### src/rtl/pc_gen_if.sv
// Fetch-control bundle between the hazard/execute logic (master) and the PC generator (slave).
interface pc_gen_if #(
  parameter int unsigned ADDRESS_WIDTH = 32,
  parameter int unsigned COUNT_WIDTH   = 32
);
  logic                     stall;
  logic                     redirect_valid;
  logic [ADDRESS_WIDTH-1:0] redirect_target;
  logic                     trap_valid;
  logic [ADDRESS_WIDTH-1:0] pc;
  logic                     pc_valid;
  logic                     pc_redirected;
  logic [COUNT_WIDTH-1:0]   fetch_count;
  logic                     misaligned;

  modport master (
    output stall, redirect_valid, redirect_target, trap_valid,
    input  pc, pc_valid, pc_redirected, fetch_count, misaligned
  );

  modport slave (
    input  stall, redirect_valid, redirect_target, trap_valid,
    output pc, pc_valid, pc_redirected, fetch_count, misaligned
  );
endinterface

### src/rtl/pc_gen.sv
// Fetch-stage program counter with stall, prioritised trap/redirect, stalled-redirect buffer
// and fetch counter. Define PC_GEN_MISALIGN_TRAP_EN to turn misaligned redirect targets into traps.
module pc_gen #(
  parameter int unsigned              ADDRESS_WIDTH = 32,
  parameter logic [ADDRESS_WIDTH-1:0] RESET_VECTOR  = '0,
  parameter logic [31:0]              TRAP_VECTOR   = 32'h0000_0100,
  parameter int unsigned              INSTR_BYTES   = 4,
  parameter int unsigned              COUNT_WIDTH   = 32
) (
  input logic     clk,
  input logic     rst,
  pc_gen_if.slave bus
);

`ifdef PC_GEN_MISALIGN_TRAP_EN
  localparam bit MISALIGN_EN = 1'b1;
`else
  localparam bit MISALIGN_EN = 1'b0;
`endif

  localparam logic [ADDRESS_WIDTH-1:0] TRAP_PC   = ADDRESS_WIDTH'(TRAP_VECTOR);
  localparam logic [ADDRESS_WIDTH-1:0] STEP      = ADDRESS_WIDTH'(INSTR_BYTES);
  localparam logic [ADDRESS_WIDTH-1:0] ALIGN_MSK = ADDRESS_WIDTH'(INSTR_BYTES - 1);

  typedef enum logic [1:0] {BOOT, RUN, PENDING} state_t;

  state_t                   state_q, state_d;
  logic [ADDRESS_WIDTH-1:0] pc_q, pc_d;
  logic                     redir_q, redir_d;
  logic [COUNT_WIDTH-1:0]   count_q, count_d;
  logic                     mis_q, mis_d;
  logic [ADDRESS_WIDTH-1:0] pend_target_q, pend_target_d;
  logic                     pend_is_trap_q, pend_is_trap_d;

  function automatic logic bad_align(input logic [ADDRESS_WIDTH-1:0] t);
    return MISALIGN_EN && ((t & ALIGN_MSK) != '0);
  endfunction

  // NOTE: every always_comb output gets its default first, so no path can infer a latch.
  always_comb begin
    state_d        = state_q;
    pc_d           = pc_q;
    redir_d        = 1'b0;
    count_d        = count_q;
    mis_d          = mis_q;
    pend_target_d  = pend_target_q;
    pend_is_trap_d = pend_is_trap_q;

    unique case (state_q)
      BOOT: state_d = RUN;

      RUN: begin
        if (bus.stall) begin
          if (bus.trap_valid) begin
            pend_target_d  = TRAP_PC;
            pend_is_trap_d = 1'b1;
            state_d        = PENDING;
          end else if (bus.redirect_valid) begin
            pend_target_d  = bus.redirect_target;
            pend_is_trap_d = 1'b0;
            state_d        = PENDING;
          end
        end else begin
          count_d = count_q + COUNT_WIDTH'(1);
          if (bus.trap_valid) begin
            pc_d    = TRAP_PC;
            redir_d = 1'b1;
          end else if (bus.redirect_valid) begin
            redir_d = 1'b1;
            if (bad_align(bus.redirect_target)) begin
              pc_d  = TRAP_PC;
              mis_d = 1'b1;
            end else begin
              pc_d  = bus.redirect_target;
            end
          end else begin
            pc_d = pc_q + STEP;
          end
        end
      end

      PENDING: begin
        if (bus.stall) begin
          if (bus.trap_valid) begin
            pend_target_d  = TRAP_PC;
            pend_is_trap_d = 1'b1;
          end else if (bus.redirect_valid && !pend_is_trap_q) begin
            pend_target_d  = bus.redirect_target;
          end
        end else begin
          // The buffered target is older than any redirect arriving now, so the new one is dropped.
          count_d = count_q + COUNT_WIDTH'(1);
          redir_d = 1'b1;
          state_d = RUN;
          if (bus.trap_valid) begin
            pc_d = TRAP_PC;
          end else if (!pend_is_trap_q && bad_align(pend_target_q)) begin
            pc_d  = TRAP_PC;
            mis_d = 1'b1;
          end else begin
            pc_d = pend_target_q;
          end
        end
      end

      default: state_d = BOOT;
    endcase
  end

  // NOTE: state uses non-blocking assignments so every register samples pre-edge values.
  // NOTE: the pending buffer is reset too, so a stale target can never leak out after rst.
  always_ff @(posedge clk) begin
    if (rst) begin
      state_q        <= BOOT;
      pc_q           <= RESET_VECTOR;
      redir_q        <= 1'b0;
      count_q        <= '0;
      mis_q          <= 1'b0;
      pend_target_q  <= '0;
      pend_is_trap_q <= 1'b0;
    end else begin
      state_q        <= state_d;
      pc_q           <= pc_d;
      redir_q        <= redir_d;
      count_q        <= count_d;
      mis_q          <= mis_d;
      pend_target_q  <= pend_target_d;
      pend_is_trap_q <= pend_is_trap_d;
    end
  end

  assign bus.pc            = pc_q;
  assign bus.pc_valid      = (state_q != BOOT);
  assign bus.pc_redirected = redir_q;
  assign bus.fetch_count   = count_q;
  assign bus.misaligned    = mis_q;

endmodule

### src/flat_wrapper.sv
// flat-port wrapper written by rule: the top's interface ports become plain ports
module pc_gen_flat 
#(
  parameter int unsigned              ADDRESS_WIDTH = 32,
  parameter logic [ADDRESS_WIDTH-1:0] RESET_VECTOR  = '0,
  parameter logic [31:0]              TRAP_VECTOR   = 32'h0000_0100,
  parameter int unsigned              INSTR_BYTES   = 4,
  parameter int unsigned              COUNT_WIDTH   = 32
)
  (clk, rst, bus_stall, bus_redirect_valid, bus_redirect_target, bus_trap_valid, bus_pc, bus_pc_valid, bus_pc_redirected, bus_fetch_count, bus_misaligned);
  pc_gen_if #(.ADDRESS_WIDTH(ADDRESS_WIDTH), .COUNT_WIDTH(COUNT_WIDTH)) bus_i ();
  input logic clk;
  input logic rst;
  input wire logic [$bits(bus_i.stall)-1:0] bus_stall;
  input wire logic [$bits(bus_i.redirect_valid)-1:0] bus_redirect_valid;
  input wire logic [$bits(bus_i.redirect_target)-1:0] bus_redirect_target;
  input wire logic [$bits(bus_i.trap_valid)-1:0] bus_trap_valid;
  output wire logic [$bits(bus_i.pc)-1:0] bus_pc;
  output wire logic [$bits(bus_i.pc_valid)-1:0] bus_pc_valid;
  output wire logic [$bits(bus_i.pc_redirected)-1:0] bus_pc_redirected;
  output wire logic [$bits(bus_i.fetch_count)-1:0] bus_fetch_count;
  output wire logic [$bits(bus_i.misaligned)-1:0] bus_misaligned;
  assign bus_i.stall = bus_stall;
  assign bus_i.redirect_valid = bus_redirect_valid;
  assign bus_i.redirect_target = bus_redirect_target;
  assign bus_i.trap_valid = bus_trap_valid;
  assign bus_pc = bus_i.pc;
  assign bus_pc_valid = bus_i.pc_valid;
  assign bus_pc_redirected = bus_i.pc_redirected;
  assign bus_fetch_count = bus_i.fetch_count;
  assign bus_misaligned = bus_i.misaligned;
  pc_gen #(.ADDRESS_WIDTH(ADDRESS_WIDTH), .RESET_VECTOR(RESET_VECTOR), .TRAP_VECTOR(TRAP_VECTOR), .INSTR_BYTES(INSTR_BYTES), .COUNT_WIDTH(COUNT_WIDTH)) u_core (.clk(clk), .rst(rst), .bus(bus_i));
endmodule
### config.mk
export PLATFORM = sky130hd
export DESIGN_NAME = pc_gen_flat
export DESIGN_NICKNAME = d
export VERILOG_FILES = /design/src/rtl/pc_gen_if.sv /design/src/rtl/pc_gen.sv /design/src/flat_wrapper.sv
export SDC_FILE = /design/constraint.sdc
export NUM_CORES = 1
export LEC_CHECK = 0
export ABC_AREA = 1
export BUFFER_PORTS_ARGS = -buffer_cell sky130_fd_sc_hd__buf_2
export CAP_MARGIN = 20
export CORE_ASPECT_RATIO = 0.5
export CORE_MARGIN = 4
export CORE_UTILIZATION = 50
export DETAILED_ROUTE_END_ITERATION = 10
export PLACE_DENSITY = 0.72
export RECOVER_POWER = 100
export SLEW_MARGIN = 15
export SYNTH_ARGS = -nofsm -noshare
export SYNTH_HDL_FRONTEND = slang
export SYNTH_SLANG_ARGS = --single-unit
### constraint.sdc
create_clock -name clk -period 2.9 [get_ports clk]
set_clock_uncertainty 0.2 [all_clocks]
set_input_delay 0.58 -clock clk [delete_from_list [all_inputs] [get_ports clk]]
set_output_delay 0.58 -clock clk [all_outputs]
set_load 0.02 [all_outputs]
==> flow_summary.yaml, run 1 <==
route:
  wl_met3_um: 1040
  wl_per_cell_um: 14.6
  ant_nets: 0
  drc_errors: 0
  routed-via-count: 6259
  routed_wl_um: 16900
  maxUsedRoutingLayer: "met4"
  via_per_inst: 5.41
  wl_met2_um: 7760
  drt_iter0_markers: 487
  drt_pre_antenna_iters: 5
  drt-met1-wl_um: 7930
yosys:
  synth_common_cells: "nand2_1 (234), nor2_1 (162), a21oi_1 (108), dfxtp_1 (100), nand3_1 (71)"
  async_flop_share_pct: 0
  synth_edf_count: 0
  yosysSeqAreaShare_pct: 34.6
  synth_ff_type: "dfxtp_1"
  synth.area.top_cells: "dfxtp_1 (35%), nand2_1 (15%), nor2_1 (11%)"
  synth-simple-area-share_pct: 38.4
  synth_top_family_by_area: "simple AND/OR/NAND/NOR gates"
  synth-xor-area-share_pct: 2.12
  synth_most_common_cell: "nand2_1"
  syn_area_mm2: 0.00579
  synth_cell_types: 41
  yosys_warnings: 0
  ys_ff_latch: 100
  syn_inst: 922
  synth_top_area_share_pct: 34.6
  syn_nets: 964
  yosysTopAreaCell: "dfxtp_1"
  synthMuxAreaShare_pct: 0
  synth_compound_area_share_pct: 16.2
  avgSynthCellArea_um2: 6.27
  synth_adder_area_share_pct: 1.08
setup_path:
  cpMostUsedCell: "nand2_1"
  crit_cells: 10
  worst_setup_path_start_kind: "flip-flop"
  worst_path_max_delay_cell: "nor2_1"
  r2r_cells: 10
  crit_fanout: 6
  critical_path.cell_chain: "inv_1 > ha_1 > nand2_1 > nor2_1 > nand4_1 > nor2_4 > nand3_2 > nand2_1 > nand2_1 > nor2_1"
  r2r-start: "u_core.state_q[0]"
  crit_buf_inv: 1
  cpPeakStageDelay_ns: 0.44
  arrival_ns: 2.52
  crit_end: "u_core.bus.fetch_count[22]"
  cp_data_required_time_ns: 2.99
  r2r-end: "u_core.bus.fetch_count[22]"
  ff2ff_setup_slack_ns: 0.47
  end_kind: "flip-flop"
  worst-setup-path-type: "flip-flop to flip-flop"
  cp_top_family: "simple AND/OR/NAND/NOR gates"
  crit_start: "u_core.state_q[0]"
timing:
  period_share_pct: 83.8
  period_minus_slack_ns: 2.43
  fmax_mhz: 411
  hold_viol_final: 0
  fin_setup_tns_ns: 0
  tightest_slew_ns: 1.03
  drv_slew: 0
  worst_slack_ns: 0.469
  grt_setup_unrepaired: "false"
  finalSetupViolCount: 0
  relSlewSlack_pct: 31.3
global_routing:
  grt_pass1_wl_um: 28000
  grt_pass1_vias: 5915
  grt_overflow: 0
  grt_max_degree: 52
  track_usage_pct: 24.9
  antenna_found_initial: 0
clocking:
  postCtsSetupBuffers: 0
  cts_tree: "built"
  clk_pin_slew_ns: 0.07
  hold_buffers: 0
  cts.sinks: 100
  root_buffer: "clkbuf_16"
  cts_htree_levels: 3
  cts_buffer_depth: 2
  cts_resized: 0
  insertion_delay_ns: 0.35
  numCtsBuffers: 9
placed_design:
  dp_slack_ns: 0.607
  dp_hpwl_um: 11900
  port_buffers: 102
  place_congestion: 0.930
layout:
  nets: 1048
  drive_gt1_share_pct: 8.61
  ff_latch_area_mm2: 0.00200
  nFillCells: 1160
  n_antenna_cell: 0
  final_util_pct: 59.1
  syn_to_final_growth_pct: 13.8
  multi_input_area_mm2: 0.00331
power_and_ir_drop:
  power.leakage_uw: 0.00237
  peakVddDrop_mv: 0.516
  power.density_mw_per_mm2: 781
flow_run:
  drv_cap: 0
hold_path:
  hold_path_class: "flip-flop to flip-flop"
die:
  start_util_pct: 51.9
  core-area_mm2: 0.0111
  die-area_mm2: 0.0135
  boundaryPins: 104
  die_width_um: 160
  rows: 27
  fp.dieH_um: 84.1
outcome:
  status: "finished clean"
[area by class of cell]
cell class / count / area share [%]
clock inverter: 6 / 1.65
sequential: 100 / 30.4
tap: 145 / 2.76
clock buffer: 10 / 3.63
multi-input combinational: 714 / 50.2
timing repair buffer: 111 / 7.37
inverter: 70 / 3.99
[placed cells by master, fill, tap and decap left out, types with 3 or more instances in the layout]
cell type / netlist / routed
nor2_4: 6 / 4
nand4_1: 8 / 10
buf_2: 5 / 35
buf_4: 4 / 6
inv_2: 7 / 7
nand3_2: 7 / 6
dfxtp_1: 100 / 100
nand2_1: 234 / 234
nand2_2: 4 / 4
xnor2_1: 7 / 7
a21oi_1: 108 / 108
xor2_1: 7 / 7
clkbuf_1: 23 / 68
clkbuf_16: 0 / 9
nand3b_1: 5 / 5
inv_1: 61 / 61
nand3_1: 71 / 72
ha_1: 5 / 5
nor2_2: 4 / 3
bufinv_16: 0 / 3
o21ai_0: 60 / 62
nor2_1: 162 / 165
[worst min-delay path by stage]
stage / from / endpoint / slack [ns] / cells after the start
5_1_grt: u_core.bus.pc[0] / u_core.bus.pc[0] / 0.27 / 2
3_3_place_gp: u_core.bus.pc[1] / u_core.bus.pc[1] / 0.25 / 2
4_1_cts: u_core.bus.pc[0] / u_core.bus.pc[0] / 0.26 / 2
6_report: u_core.bus.pc[0] / u_core.bus.pc[0] / 0.25 / 2
2_1_floorplan: u_core.pend_target_q[22] / u_core.pend_target_q[22] / 0.24 / 2
3_5_place_dp: u_core.bus.pc[0] / u_core.bus.pc[0] / 0.24 / 2
[registers in the layout (all words and copies together), names as in the netlist]
name / flops
u_core.bus.fetch_count: 32
u_core.bus.pc: 32
u_core.bus.pc_redirected: 1
u_core.pend_is_trap_q: 1
u_core.pend_target_q: 32
u_core.state_q: 2
[metal layers]
metal  track usage (%)  vias up
li1                  -     3155
met1              32.9     2874
met2              41.5      210
met3              4.54       20
met4              7.88        0
met5                 0        -
[worst reg2reg max path, delay by kind of cell (launching register included)]
family | cells | cell delay [ns]
adder cells (fa/ha/maj) | 1 | 0.36
AND/OR/NAND/NOR | 8 | 1.40
buffers and inverters | 1 | 0.07
flip-flops | 1 | 0.34
[metrics by stage]
stage               std cells  power (uW)  instance area (um^2)  hold slack, ns
global placement         1140        3760                  6370           0.247
detailed placement       1140        3790                  6370           0.244
floorplan                 922        3250                  5790           0.245
global route             1156        5450                  6590           0.275
finish                   1156        5140                  6590           0.253
CTS                      1156        5210                  6720           0.255
[cells by family (layout without fill, tap and decap cells)]
logic type	count (synthesis)	in the layout
xor gates and xnor gates	14	14
buffers and inverters	108	197
AOI/OAI and AO/OA	182	182
other	1	1
DFF	100	100
and+or+nand+nor	512	512
adders and majority gates	5	5
[report_power, final]
group	internal [uW]	leakage [uW]	total (uW)	switching, uW
Clock	867	0.000173	1410	540
Combinational	507	0.00138	1720	1220
Sequential	1670	0.000814	2010	344
No activity file was read; power rests on OpenSTA's default activity.
==> inputs of run 2 (changes only) <==
==> constraint.sdc (replaced) <==
create_clock -name clk -period 2.5 [get_ports clk]
set_clock_uncertainty 0.2 [all_clocks]
set_input_delay 0.5 -clock clk [delete_from_list [all_inputs] [get_ports clk]]
set_output_delay 0.5 -clock clk [all_outputs]
set_load 0.02 [all_outputs]
==> run 2 against run 1 <==
Register-to-register slack lost 0.16 ns; sequential power grew 16%; combinational power grew 20%; fmax grew 11%; critical path depth is the same; core utilization grew 0.25 points; critical path type unchanged; largest cell class unchanged; largest power group unchanged.
==> flow_summary.yaml, run 2 (synthesized netlist as in run 1, its figures left out) <==
outcome:
  status: "finished clean"
setup_path:
  r2r_cells: 10
  worst-setup-path-type: "flip-flop to flip-flop"
  cp_data_required_time_ns: 2.58
  worst_setup_path_start_kind: "flip-flop"
  crit_fanout: 18
  arrival_ns: 2.27
  end_kind: "flip-flop"
timing:
  period_share_pct: 87.8
  grt_setup_unrepaired: "false"
  finalSetupViolCount: 0
  fin_setup_tns_ns: 0
  period_minus_slack_ns: 2.19
  relSlewSlack_pct: 31.7
  hold_viol_final: 0
  drv_slew: 0
  fmax_mhz: 456
  tightest_slew_ns: 1.02
power_and_ir_drop:
  swShare_pct: 41.8
  peakVddDrop_mv: 0.347
  power.density_mw_per_mm2: 884
  netSwitchingPower_uw: 2440
  power.leakage_uw: 0.00240
  total_power_uw: 5840
  pwr-share-comb_pct: 35.4
  p_int_uw: 3400
  seq_power_share_pct: 40.0
  p_clk_share_pct: 24.6
route:
  wl_per_cell_um: 14.8
  ant_nets: 0
  drc_errors: 0
  drt_iter0_markers: 458
  routed_wl_um: 17200
  via_per_inst: 5.40
  drt_pre_antenna_iters: 5
  routed-via-count: 6271
global_routing:
  grt_pass1_wl_um: 28400
  antenna_found_initial: 0
  use_met2_pct: 43.6
  track_usage_pct: 25.6
  grt_pass1_vias: 5829
  met1_usage_pct: 33.1
  grt_overflow: 0
  grt.busiest_layer: "met2"
  grt_max_degree: 52
  met3_usage_pct: 5.28
layout:
  drive_gt1_share_pct: 9.24
  final_cell_mix: "nand2_1 (235), nor2_1 (163), a21oi_1 (108)"
  nets: 1055
  stdcell_count: 1162
  layout_commonest_cell: "nand2_1"
  n_antenna_cell: 0
  syn_to_final_growth_pct: 14.3
  final_util_pct: 59.3
die:
  die-area_mm2: 0.0135
  fp.dieH_um: 84.1
  rows: 27
  boundaryPins: 104
  start_util_pct: 51.9
  core-area_mm2: 0.0111
  die_width_um: 160
clocking:
  cts.sinks: 100
  insertion_delay_ns: 0.35
  cts_tree: "built"
  numCtsBuffers: 9
  postCtsSetupBuffers: 0
  root_buffer: "clkbuf_16"
  cts_buffer_depth: 2
  clk_pin_slew_ns: 0.07
  cts_resized: 0
  hold_buffers: 0
  cts_htree_levels: 3
placed_design:
  place_congestion: 0.936
  place_inst: 1147
  port_buffers: 102
  dp_hpwl_um: 12600
hold_path:
  hold_path_class: "input pin to flip-flop"
  hold_depth: 3
flow_run:
  drv_cap: 0
[run 2: cell types whose count changed in the layout (fill, tap and decap cells not counted), moves of 2 or more]
cell	delta
buf_4	+8
o21ai_0	-2
o21ai_1	+2
bufinv_16	-2
nor2_1	-2
[run 2: worst paths after layout]
path / startpoint / endpoint / slack, ns
max: u_core.state_q[0] / u_core.pend_target_q[1] / 0.31
min reg2reg: u_core.bus.pc[0] / u_core.bus.pc[0] / 0.25
max reg2reg: u_core.state_q[0] / u_core.pend_target_q[1] / 0.31
min: bus_redirect_target[8] / u_core.pend_target_q[8] / 0.22
[run 2: metrics by stage]
stage                     area (um^2)  hold WS, ns  worst slack (ns)
after floorplan                  5790        0.245             0.647
after global placement           6430        0.235             0.423
after detailed placement         6430        0.242             0.340
after CTS                        6730        0.204             0.334
after global routing             6610        0.227            0.0980
final                            6610        0.218             0.306
[run 2: area by class of cell]
cell class                      count  area, um^2
Fill cell                        1177        4540
Multi-Input combinational cell    714        3320
Sequential cell                   100        2000
Timing Repair Buffer              118         542
Inverter                           70         263
Clock buffer                       11         253
Tap cell                          145         181
Clock inverter                      4        48.8
[run 2: metal layers]
layer	vias up	routed length, um
met2	192	7870
li1	3173	-
met3	17	991
met1	2889	8150
met5	-	0
met4	0	169
[run 2: critical path, cell delays in order, from the launching register on]
cell and delay, ns:
dfxtp_1 0.34, inv_1 0.07, ha_1 0.28, nand2_1 0.13
nand2_1 0.09, inv_2 0.26, nand3_1 0.18, clkinv_1 0.09
buf_4 0.22, o21ai_0 0.10, a21oi_1 0.16
[run 2: power by group through the flow]
stage                     Sequential [uW]  Clock, uW  Combinational [uW]
after floorplan                      2490          0                1280
after global placement               2340          0                2080
after detailed placement             2350          0                2130
after CTS                            2320       1470                2130
after global routing                 2380       1550                2310
final                                2340       1440                2070
==> inputs of run 3 (changes only) <==
--- a/config.mk
+++ b/config.mk
@@ -6,12 +6,13 @@
 export NUM_CORES = 1
 export LEC_CHECK = 0
 export ABC_AREA = 1
-export BUFFER_PORTS_ARGS = -buffer_cell sky130_fd_sc_hd__buf_2
+export BUFFER_PORTS_ARGS = -buffer_cell sky130_fd_sc_hd__clkbuf_2
 export CAP_MARGIN = 20
 export CORE_ASPECT_RATIO = 0.5
 export CORE_MARGIN = 4
 export CORE_UTILIZATION = 50
 export DETAILED_ROUTE_END_ITERATION = 10
+export GPL_TIMING_DRIVEN = 0
 export PLACE_DENSITY = 0.72
 export RECOVER_POWER = 100
 export SLEW_MARGIN = 15
==> run 3 against run 2 <==
Register-to-register slack lost 0.098 ns; largest power group unchanged; setup slack lost 0.098 ns; global-route usage grew 1.2 points; worst hold slack lost 0.018 ns; highest routed layer unchanged.
==> flow_summary.yaml, run 3 (synthesized netlist as in run 1, its figures left out) <==
route:
  drt_iter0_markers: 516
  ant_nets: 0
  wl_per_cell_um: 15.4
  drc_errors: 0
  drt_pre_antenna_iters: 5
  routed-via-count: 6464
  routed_wl_um: 18200
  via_per_inst: 5.45
timing:
  grt_setup_unrepaired: "false"
  relSlewSlack_pct: 57.2
  tightest_slew_ns: 0.642
  drv_slew: 0
  worst_slack_ns: 0.207
  period_minus_slack_ns: 2.29
  period_share_pct: 91.7
  fin_setup_tns_ns: 0
  finalSetupViolCount: 0
  fmax_mhz: 436
  hold_viol_final: 0
  whs_ns: 0.199
clocking:
  cts.sinks: 100
  insertion_delay_ns: 0.36
  hold_buffers: 0
  cts_buffer_depth: 2
  postCtsSetupBuffers: 0
  cts_resized: 0
  clk_pin_slew_ns: 0.07
  cts_tree: "built"
  root_buffer: "clkbuf_16"
  cts_htree_levels: 3
  numCtsBuffers: 9
die:
  die_width_um: 160
  boundaryPins: 104
  core-area_mm2: 0.0111
  rows: 27
  die-area_mm2: 0.0135
  fp.dieH_um: 84.1
  start_util_pct: 51.9
placed_design:
  dp_slack_ns: 0.298
  port_buffers: 102
  dp_hpwl_um: 13900
  place_inst: 1169
  place_congestion: 0.975
global_routing:
  grt_pass1_vias: 5834
  grt_max_degree: 17
  track_usage_pct: 26.8
  grt_pass1_wl_um: 29300
  antenna_found_initial: 0
  grt_overflow: 0
setup_path:
  end_kind: "flip-flop"
  cpMostUsedCell: "inv_1"
  critical_path.cell_chain: "inv_1 > ha_1 > nand2_1 > nand2_1 > inv_1 > nand3_2 > inv_1 > clkbuf_2 > nand3_1 > a21oi_1"
  worst_setup_path_start_kind: "flip-flop"
  arrival_ns: 2.36
  cpPeakStageDelay_ns: 0.34
  worst_path_max_delay_cell: "dfxtp_1"
  crit_fanout: 10
  worst-setup-path-type: "flip-flop to flip-flop"
  cp_data_required_time_ns: 2.57
layout:
  nFillCells: 1195
  syn_to_final_growth_pct: 14.6
  layout_commonest_cell: "nand2_1"
  nets: 1077
  drive_gt1_share_pct: 7.98
  n_antenna_cell: 0
  stdcell_count: 1185
  final_cell_mix: "nand2_1 (235), nor2_1 (164), a21oi_1 (108)"
hold_path:
  hold_path_class: "input pin to flip-flop"
outcome:
  status: "finished clean"
power_and_ir_drop:
  total_power_uw: 5910
  power.density_mw_per_mm2: 892
  power.leakage_uw: 0.00239
  peakVddDrop_mv: 0.391
flow_run:
  drv_cap: 0
==> run 3: cell types whose count changed in the layout (fill, tap and decap cells not counted), moves of 2 or more <==
cell	before	now
clkbuf_8	2	0
buf_4	14	2
clkbuf_2	2	37
buf_1	0	3
buf_2	35	4
inv_6	0	2
inv_1	61	63
clkbuf_1	67	94
==> run 3: per-stage QoR <==
stage / utilization (%) / instance area (um^2)
after CTS: 60.7 / 6770
final: 59.5 / 6630
after global routing: 59.5 / 6630
after detailed placement: 58.1 / 6480
after floorplan: - / 5790
after global placement: 58.1 / 6480
==> run 3: critical path: cells and delay by family (launching register included) <==
kind,cells,cell delay [ns]
AOI/OAI and AO/OA,1,0.17
adders and majority gates,1,0.29
buffers and inverters,4,0.78
DFF,1,0.34
and+or+nand+nor,4,0.45
==> run 3: power breakdown <==
group / switching (uW) / internal [uW] / total [uW]
logic: 1520 / 640 / 2160
registers: 384 / 1930 / 2320
clock network: 650 / 780 / 1430
==> run 3: cell type report <==
class,instances,area (um^2),share of cell area (%)
buffer,38,165,2.49
clock buffer,10,229,3.45
clock inverter,6,62.6,0.944
inverter,70,263,3.96
multi-input combinational,714,3300,49.8
sequential,100,2000,30.2
tap,145,181,2.74
timing repair buffer,102,427,6.44
==> run 3: path summary, 6_finish.rpt <==
kind,from,cells past startpoint,slack (ns),endpoint
min reg2reg,u_core.bus.pc[1],2,0.25,u_core.bus.pc[1]
max reg2reg,u_core.state_q[0],10,0.21,u_core.pend_target_q[10]
max,u_core.state_q[0],10,0.21,u_core.pend_target_q[10]
min,bus_redirect_target[19],3,0.20,u_core.pend_target_q[19]
==> run 3: metal layers <==
metal / global-route usage, % / routed length, um / vias up
met1: 35.9 / 8220 / 2968
met2: 44.3 / 8380 / 254
met3: 5.23 / 1310 / 30
met4: 7.10 / 320 / 0
li1: - / - / 3212
met5: 0 / 0 / -
